File: config.mk
export PLATFORM = sky130hd
export DESIGN_NAME = pc_ctrl
export DESIGN_NICKNAME = d
export VERILOG_FILES = /design/src/rtl/pc_ctrl_pkg.sv /design/src/rtl/pc_ctrl_dff.sv /design/src/rtl/pc_ctrl.sv
export SDC_FILE = /design/constraint.sdc
export NUM_CORES = 1
export LEC_CHECK = 0
export BUFFER_PORTS_ARGS = -buffer_cell sky130_fd_sc_hd__buf_4
export CAP_MARGIN = 20
export CELL_PAD_IN_SITES_DETAIL_PLACEMENT = 2
export CELL_PAD_IN_SITES_GLOBAL_PLACEMENT = 2
export CORE_MARGIN = 2
export CORE_UTILIZATION = 32
export DETAILED_ROUTE_END_ITERATION = 7
export PLACE_DENSITY_LB_ADDON = 0.15
export SLEW_MARGIN = 20
export SYNTH_ARGS = -nofsm -noshare
export SYNTH_HDL_FRONTEND = slang
export SYNTH_HIERARCHICAL = 1
export SYNTH_SLANG_ARGS = --single-unit
File: constraint.sdc
create_clock -name clk -period 2.8 [get_ports clk]
set_clock_uncertainty 0.05 [all_clocks]
set_input_delay 0.14 -clock clk [delete_from_list [all_inputs] [get_ports clk]]
set_output_delay 0.14 -clock clk [all_outputs]
set_load 0.05 [all_outputs]
File: src/rtl/pc_ctrl_pkg.sv
// Shared fetch-path definitions: bus types, reset vector, NOP encoding and
// the fetch-control state encodings.
package pc_ctrl_pkg;

   localparam int Wordnum = 32;

   typedef logic [Wordnum-1:0] InstBus;
   typedef logic [Wordnum-1:0] InstAddrBus;

   localparam InstBus     INST_NOP     = 32'h0000_0013;
   localparam InstAddrBus RESET_PC_DEF = 32'h0000_0000;

   typedef enum logic [1:0] {
      PCC_BOOT  = 2'd0,
      PCC_RUN   = 2'd1,
      PCC_STALL = 2'd2
   } pcc_state_e;

   function automatic InstAddrBus word_align(input InstAddrBus addr);
      return {addr[Wordnum-1:2], 2'b00};
   endfunction

endpackage

File: src/rtl/pc_ctrl_dff.sv
// Clock-enabled register with synchronous active-low load of a set value.
module pc_ctrl_dff #(
   parameter int W = 32
) (
   input  logic         i_clk,
   input  logic         i_rstn,
   input  logic         i_ce,
   input  logic [W-1:0] i_set_data,
   input  logic [W-1:0] i_d,
   output logic [W-1:0] o_q
);

   logic [W-1:0] r_q;

   always_ff @(posedge i_clk) begin
      if (!i_rstn)
         r_q <= i_set_data;
      else if (i_ce)
         r_q <= i_d;
   end

   assign o_q = r_q;

endmodule

File: src/rtl/pc_ctrl.sv
// Fetch control: owns the PC, drives instruction-memory address/enable and
// steers IF between live memory data and its captured copy during stalls.
//
//   state     | meaning
//   PCC_BOOT  | post-reset bubble, fetching RESET_PC, nothing valid yet
//   PCC_RUN   | streaming; IF presents live mem_rdata
//   PCC_STALL | downstream held; IF replays its captured instruction
module pc_ctrl
   import pc_ctrl_pkg::*;
#(
   parameter InstAddrBus RESET_PC = RESET_PC_DEF
) (
   input  logic       clk,
   input  logic       rstn,
   input  logic       hold,
   input  logic       jump_en,
   input  InstBus     jump_addr,
   output InstBus     mem_addr,
   output logic       mem_ren,
   output logic       inst_CE,
   output logic       inst_sel,
   output InstBus     pc,
   output logic       inst_valid
);

   pcc_state_e r_state;
   pcc_state_e w_state_nxt;
   InstAddrBus w_pc_q;
   InstAddrBus w_seq;
   InstAddrBus w_jmp_tgt;
   InstAddrBus w_pc_d;
   logic       w_pc_ce;

   assign w_seq     = w_pc_q + 32'd4;
   assign w_jmp_tgt = word_align(jump_addr);

   always_ff @(posedge clk) begin
      if (!rstn)
         r_state <= PCC_BOOT;
      else
         r_state <= w_state_nxt;
   end

   always_comb begin
      w_state_nxt = r_state;
      w_pc_ce     = 1'b0;
      w_pc_d      = w_seq;
      if (jump_en) begin
         w_state_nxt = PCC_RUN;
         w_pc_ce     = 1'b1;
         w_pc_d      = w_jmp_tgt;
      end else begin
         case (r_state)
            PCC_BOOT:  w_state_nxt = PCC_RUN;
            PCC_RUN: begin
               if (hold) begin
                  w_state_nxt = PCC_STALL;
               end else begin
                  w_pc_ce = 1'b1;
               end
            end
            PCC_STALL: begin
               if (!hold) begin
                  w_state_nxt = PCC_RUN;
                  w_pc_ce     = 1'b1;
               end
            end
            default:   w_state_nxt = PCC_BOOT;
         endcase
      end
   end

   // A redirect overrides whatever the current state would present.
   always_comb begin
      mem_addr   = w_pc_q;
      mem_ren    = 1'b1;
      inst_valid = 1'b0;
      inst_CE    = 1'b0;
      inst_sel   = 1'b0;
      if (jump_en) begin
         mem_addr = w_jmp_tgt;
      end else begin
         case (r_state)
            PCC_RUN: begin
               mem_addr   = w_seq;
               mem_ren    = !hold;
               inst_valid = 1'b1;
               inst_CE    = hold;
            end
            PCC_STALL: begin
               mem_addr   = w_seq;
               mem_ren    = !hold;
               inst_valid = 1'b1;
               inst_sel   = 1'b1;
            end
            default: ;
         endcase
      end
   end

   pc_ctrl_dff #(.W(Wordnum)) u_pc_reg (
      .i_clk      (clk),
      .i_rstn     (rstn),
      .i_ce       (w_pc_ce),
      .i_set_data (RESET_PC),
      .i_d        (w_pc_d),
      .o_q        (w_pc_q)
   );

   assign pc = w_pc_q;

endmodule

==> impl_metrics.json, run 1 <==
{
  "status": "finished clean",
  "dp_hpwl_microns": 10600,
  "chipWidth_microns": 114,
  "wl_met2_microns": 7530,
  "path_class": "flip-flop to output pin",
  "initial_core_util_pct": 32.5,
  "cts_sinks": 34,
  "worstPathArrival_ns": 2.46,
  "p_per_area_nw_per_um2": 494,
  "htree_levels": 2,
  "ys_types": 52,
  "timing.final.crit_share_pct": 94.7,
  "clk_pin_slew_worst_paths_ns": 0.06,
  "dr.pass1.iters": 4,
  "end_kind": "output pin",
  "layout-area-overhead-vs-synth_pct": 31.5,
  "cts_root_buf": "clkbuf_16",
  "viasPerCell": 5.67,
  "syn_inst": 428,
  "met3_length_microns": 499,
  "clock_latency_ns": 0.30,
  "ant_nets": 0,
  "netlist_area_sq_um": 3850,
  "hold_class": "input port to flip-flop",
  "ios": 104,
  "routed.top_layer": "met4",
  "vias": 3945,
  "cts.path.max_buffers": 2,
  "die_y_microns": 114,
  "grt_first_pass_wirelength_microns": 23100,
  "ys_async_sr_fraction_pct": 0,
  "setup_violations": 0,
  "worstPathRequired_ns": 2.61,
  "postCtsHoldBufs": 0,
  "path_max_fanout": 8,
  "routed_wl_microns": 14700,
  "antenna_found_initial": 0,
  "gp_congestion": 0.846,
  "wl_met1_microns": 6480,
  "slew_headroom_pct": 52.2,
  "hold_viol_final": 0,
  "leakagePower_nw": 2.04,
  "gr-total-overflow": 0,
  "coreArea_sq_um": 11900,
  "die_area_sq_um": 12900,
  "drc": 0,
  "rsz0062_at_grt": "no",
  "finalCriticalPeriod_ns": 2.65,
  "worst_slew_pin_slew_ns": 0.717,
  "grt_max_degree": 36,
  "wl_per_cell_microns": 21.1,
  "timing.hold.ws_ns": 0.194,
  "ir_drop_mv": 0.332,
  "ys_warn_count": 6,
  "drive_above_1_share_pct": 39.0,
  "synth_edf_count": 32,
  "ys_seq_area_share_pct": 26.0,
  "grt_usage_pct": 22.9,
  "fmax_ghz": 0.377,
  "cts_tree": "done",
  "critPathLaunchType": "flip-flop",
  "drv_slew": 0,
  "fin_nets": 589,
  "rows": 40,
  "drv_cap": 0,
  "drtIter0Drc": 178,
  "port_buffers": 101,
  "fin_setup_tns_ns": 0,
  "diodes": 0,
  "ys_ff_latch": 34,
  "cts_buffers": 5,
  "synthFlopType": "edfxtp_1",
  "grt_pass1_vias": 4239,
  "synth.avg_cell_area_sq_um": 9.00
}
==> metrics by stage <==
| step | power (mW) | cell area [sq um] | worst slack, ns | util (%) | std cells |
|---|---|---|---|---|---|
| after global routing | 2.62 | 5070 | 0.00891 | 42.7 | 696 |
| after global placement | 1.88 | 4890 | 0.382 | 41.2 | 687 |
| after detailed placement | 1.91 | 4890 | 0.339 | 41.2 | 687 |
| after floorplan | 1.55 | 4050 | 0.0374 | - | 459 |
| after CTS | 2.52 | 5040 | 0.00509 | 42.5 | 695 |
| final | 2.50 | 5070 | 0.149 | 42.7 | 696 |
==> worst paths after layout <==
kind	startpoint	to	slack [ns]	cells past startpoint
hold reg to reg	r_state[0]	r_state[0]	0.60	3
setup reg to reg	r_state[0]	u_pc_reg/o_q[2]	0.43	6
setup / recovery	r_state[0]	mem_addr[12]	0.15	8
hold / removal	jump_en	r_state[0]	0.19	2
==> logic make-up (layout without fill, tap and decap cells) <==
family | Yosys count | in the layout | share of synthesized area [%]
fa+ha+maj | 5 | 5 | 1.62
xor+xnor | 20 | 20 | 4.55
other cells | 1 | 32 | 0.0974
flops | 34 | 34 | 26.0
mux | 51 | 51 | 17.7
buf+inv | 48 | 138 | 7.54
simple gates | 201 | 201 | 29.6
compound gates | 68 | 68 | 12.9
==> timing repair <==
| action | in CTS | in global routing |
|---|---|---|
| setup buffers | 0 | 1 |
| gates resized for setup | 0 | 6 |
| hold endpoints to repair | 0 | 0 |
| setup endpoints to repair | 0 | 11 |
==> layer usage <==
layer,vias up,global-route usage (%)
li1,1852,-
met1,1994,28.5
met2,87,41.2
met3,12,4.14
met4,0,4.88
met5,-,0
==> critical path, cell delays in order (launching register included) <==
cell     delay, ns
dfxtp_1       0.39
inv_1         0.09
ha_1          0.40
inv_1         0.27
nor4_4        0.28
buf_4         0.19
nor3b_1       0.19
o31a_1        0.16
buf_4         0.19
==> cell usage after synthesis (9+ instances only) <==
cell / count / area (sq um)
mux2_2: 21 / 236
nand3_1: 14 / 70.1
and3_1: 11 / 68.8
clkbuf_1: 18 / 67.6
and2_1: 15 / 93.8
nor2_1: 24 / 90.1
nor4_1: 28 / 175
nand4_1: 16 / 100
nand2_1: 31 / 116
mux2_4: 29 / 435
a31oi_1: 13 / 81.3
nor3_1: 21 / 105
xnor2_1: 13 / 114
or2_2: 9 / 56.3
edfxtp_1: 32 / 961
a211oi_1: 10 / 75.1
and4_1: 10 / 87.6
==> power breakdown <==
group	internal, mW	switching [mW]
Combinational	0.422	0.757
Clock	0.354	0.245
Sequential	0.633	0.0939
Total	1.41	1.10
==> final cells by class <==
type                       count  area (sq um)
fill                        1357          6800
clock inverter                 1          5.00
multi-input combinational    377          2780
sequential                    34          1000
tap                          147           184
inverter                       8          30.0
timing repair buffer         122           928
clock buffer                   7           143
==> cells in the final DEF, fill, tap and decap left out, types with 6 or more instances in the layout <==
| master | instances |
|---|---|
| mux2_4 | 29 |
| and4_1 | 8 |
| nand4_1 | 16 |
| inv_1 | 7 |
| xor2_1 | 7 |
| conb_1 | 32 |
| nor2b_1 | 6 |
| and2_1 | 15 |
| nor3_2 | 9 |
| and3_1 | 10 |
| nor2_1 | 24 |
| mux2_2 | 21 |
| buf_4 | 121 |
| nor4_1 | 27 |
| or2_2 | 9 |
| nand3_1 | 14 |
| o21ai_0 | 8 |
| a211oi_1 | 6 |
| xnor2_1 | 13 |
| nor3_1 | 12 |
| a311oi_1 | 6 |
| a31oi_1 | 13 |
| nand2_1 | 30 |
| o31a_1 | 6 |
| edfxtp_1 | 32 |
| a41oi_1 | 7 |
==> flip-flops by register name, indices dropped and copies added, names as in the netlist <==
signal,cells
u_pc_reg/o_q,32
r_state,2
Note: power is estimated with default switching activity, not from simulation.
==> inputs of run 2 (changes only) <==
--- a/config.mk
+++ b/config.mk
@@ -10,7 +10,7 @@
 export CELL_PAD_IN_SITES_DETAIL_PLACEMENT = 2
 export CELL_PAD_IN_SITES_GLOBAL_PLACEMENT = 2
 export CORE_MARGIN = 2
-export CORE_UTILIZATION = 32
+export CORE_UTILIZATION = 29
 export DETAILED_ROUTE_END_ITERATION = 7
 export PLACE_DENSITY_LB_ADDON = 0.15
 export SLEW_MARGIN = 20
==> constraint.sdc (replaced) <==
create_clock -name clk -period 2.4 [get_ports clk]
set_clock_uncertainty 0.05 [all_clocks]
set_input_delay 0.12 -clock clk [delete_from_list [all_inputs] [get_ports clk]]
set_output_delay 0.12 -clock clk [all_outputs]
set_load 0.05 [all_outputs]
==> run 2 against run 1 <==
  * Non-clock buffer count grew 49
  * Design area up 16%
  * Global-route usage grew 1.2 points
  * Combinational power up 36%
  * Clock-buffer cell count is the same
==> impl_metrics.json, run 2 (synthesis gave the netlist of run 1 again) <==
{
  "status": "finished clean",
  "htree_levels": 2,
  "final_common_cell": "buf_4",
  "drive_above_1_share_pct": 49.6,
  "path_buf_inv": 2,
  "grt_usage_pct": 24.1,
  "path_max_fanout": 4,
  "cpLargestDelayFamily": "simple AND/OR/NAND/NOR gates",
  "fin_area_sq_um": 5860,
  "fin_nets": 639,
  "largest_reg_flops": 32,
  "hold_viol_final": 0,
  "grt_max_degree": 36,
  "gr-total-overflow": 0,
  "place_area_sq_um": 5390,
  "wl_per_cell_microns": 22.0,
  "grt_pass1_vias": 4714,
  "cts.path.max_buffers": 2,
  "end_kind": "output pin",
  "timing.final.crit_share_pct": 98.0,
  "rows": 42,
  "viasPerCell": 5.45,
  "initial_core_util_pct": 29.4,
  "coreArea_sq_um": 13100,
  "gp_congestion": 0.793,
  "drtIter0Drc": 200,
  "final_cell_mix": "160 x buf_4, 32 x conb_1, 32 x edfxtp_1",
  "path_class": "flip-flop to output pin",
  "worstPathRequired_ns": 2.23,
  "cpPeakStageDelay_ns": 0.42,
  "chipWidth_microns": 119,
  "drv_slew": 0,
  "final_core_utilization_pct": 44.8,
  "setup_ws_ns": 0.0470,
  "cts_root_buf": "clkbuf_16",
  "dp_hpwl_microns": 11800,
  "clock_latency_ns": 0.30,
  "grt_first_pass_wirelength_microns": 26500,
  "slew_headroom_pct": 51.1,
  "p_per_area_nw_per_um2": 533,
  "critPathLaunchType": "flip-flop",
  "cp_cell_sequence": "ha_4 > and3_4 > buf_6 > nand4_4 > or3_4 > a211oi_4 > buf_6",
  "cpMaxStageDelayCell": "edfxtp_1",
  "postCtsHoldBufs": 0,
  "hold_class": "input port to flip-flop",
  "dr.pass1.iters": 4,
  "drc": 0,
  "clk_pin_slew_worst_paths_ns": 0.06,
  "finalCriticalPeriod_ns": 2.35,
  "ios": 104,
  "final_cells": 775,
  "die_y_microns": 119,
  "layout-area-overhead-vs-synth_pct": 52.1,
  "fmax_ghz": 0.425,
  "rsz0062_at_grt": "yes",
  "cts_tree": "done",
  "leakagePower_nw": 2.38,
  "port_buffers": 101,
  "routed_wl_microns": 17100,
  "vias": 4226,
  "cts_sinks": 34,
  "dp_cells": 754,
  "diodes": 0,
  "worst_slew_pin_slew_ns": 0.734,
  "antenna_found_initial": 0,
  "cts_buffers": 5,
  "setup_violations": 0,
  "drv_cap": 0,
  "ir_drop_mv": 0.241,
  "ant_nets": 0,
  "crit_top_cell": "buf_6",
  "worstPathArrival_ns": 2.18,
  "die_area_sq_um": 14200,
  "place_ws_ns": 0.0459
}
run 2: cell types whose count changed in the layout (fill, tap and decap cells not counted), moves of 3 or more:
cell,delta
nand3_2,+3
nor3_4,+9
and4_4,+3
nand3_1,-3
a211oi_2,-4
and3_4,+3
a211oi_4,+4
nor4_2,+6
nor4_1,-8
buf_4,+39
buf_6,+7
nor3_2,-8
run 2: power by group:
group / switching [mW] / internal (mW) / total (mW)
logic: 1.00 / 0.601 / 1.60
registers: 0.0778 / 0.738 / 0.816
clock network: 0.291 / 0.413 / 0.704
run 2: cell type report:
| cell class | instances | area, sq um |
|---|---|---|
| clock inverter | 1 | 5.00 |
| timing repair buffer | 171 | 1360 |
| sequential | 34 | 1000 |
| clock buffer | 7 | 143 |
| inverter | 8 | 30.0 |
| tap | 176 | 220 |
| multi-input combinational | 378 | 3100 |
| fill | 1397 | 7230 |
run 2: metrics by stage:
step	setup TNS [ns]	hold slack [ns]	power, mW
6_report	0	0.200	3.12
5_1_grt	-0.0821	0.209	3.27
4_1_cts	0	0.194	3.12
3_5_place_dp	0	0.503	2.35
3_3_place_gp	0	0.492	2.31
2_1_floorplan	-0.379	0.187	1.85
run 2: repair_timing:
item | CTS | global route
gates resized for setup | 30 | 20
buffers inserted | 6 | 5
pin swaps | 6 | 4
cloned | 1 | 1
setup endpoints to repair | 22 | 20
run 2: routing by layer:
layer / track usage [%] / vias up / routed length [microns]
met5: 0 / - / 0
li1: - / 1951 / -
met1: 29.0 / 2115 / 7020
met2: 42.7 / 132 / 8710
met3: 4.07 / 28 / 975
met4: 8.93 / 0 / 377
run 2: worst paths after layout:
kind                    start  cells past startpoint  slack [ns]                to
min              jump_addr[7]                      3        0.20   u_pc_reg/o_q[7]
max           u_pc_reg/o_q[3]                      7        0.05      mem_addr[22]
max reg2reg  u_pc_reg/o_q[11]                      7        0.16  u_pc_reg/o_q[31]
min reg2reg        r_state[0]                      3        0.58        r_state[0]
run 2: worst reg2reg max path: stages (launching register included):
cell,delay (ns)
edfxtp_1,0.39
and4_4,0.29
buf_4,0.14
nand3_2,0.31
nor3_1,0.32
buf_4,0.16
a211oi_1,0.06
mux2_2,0.28
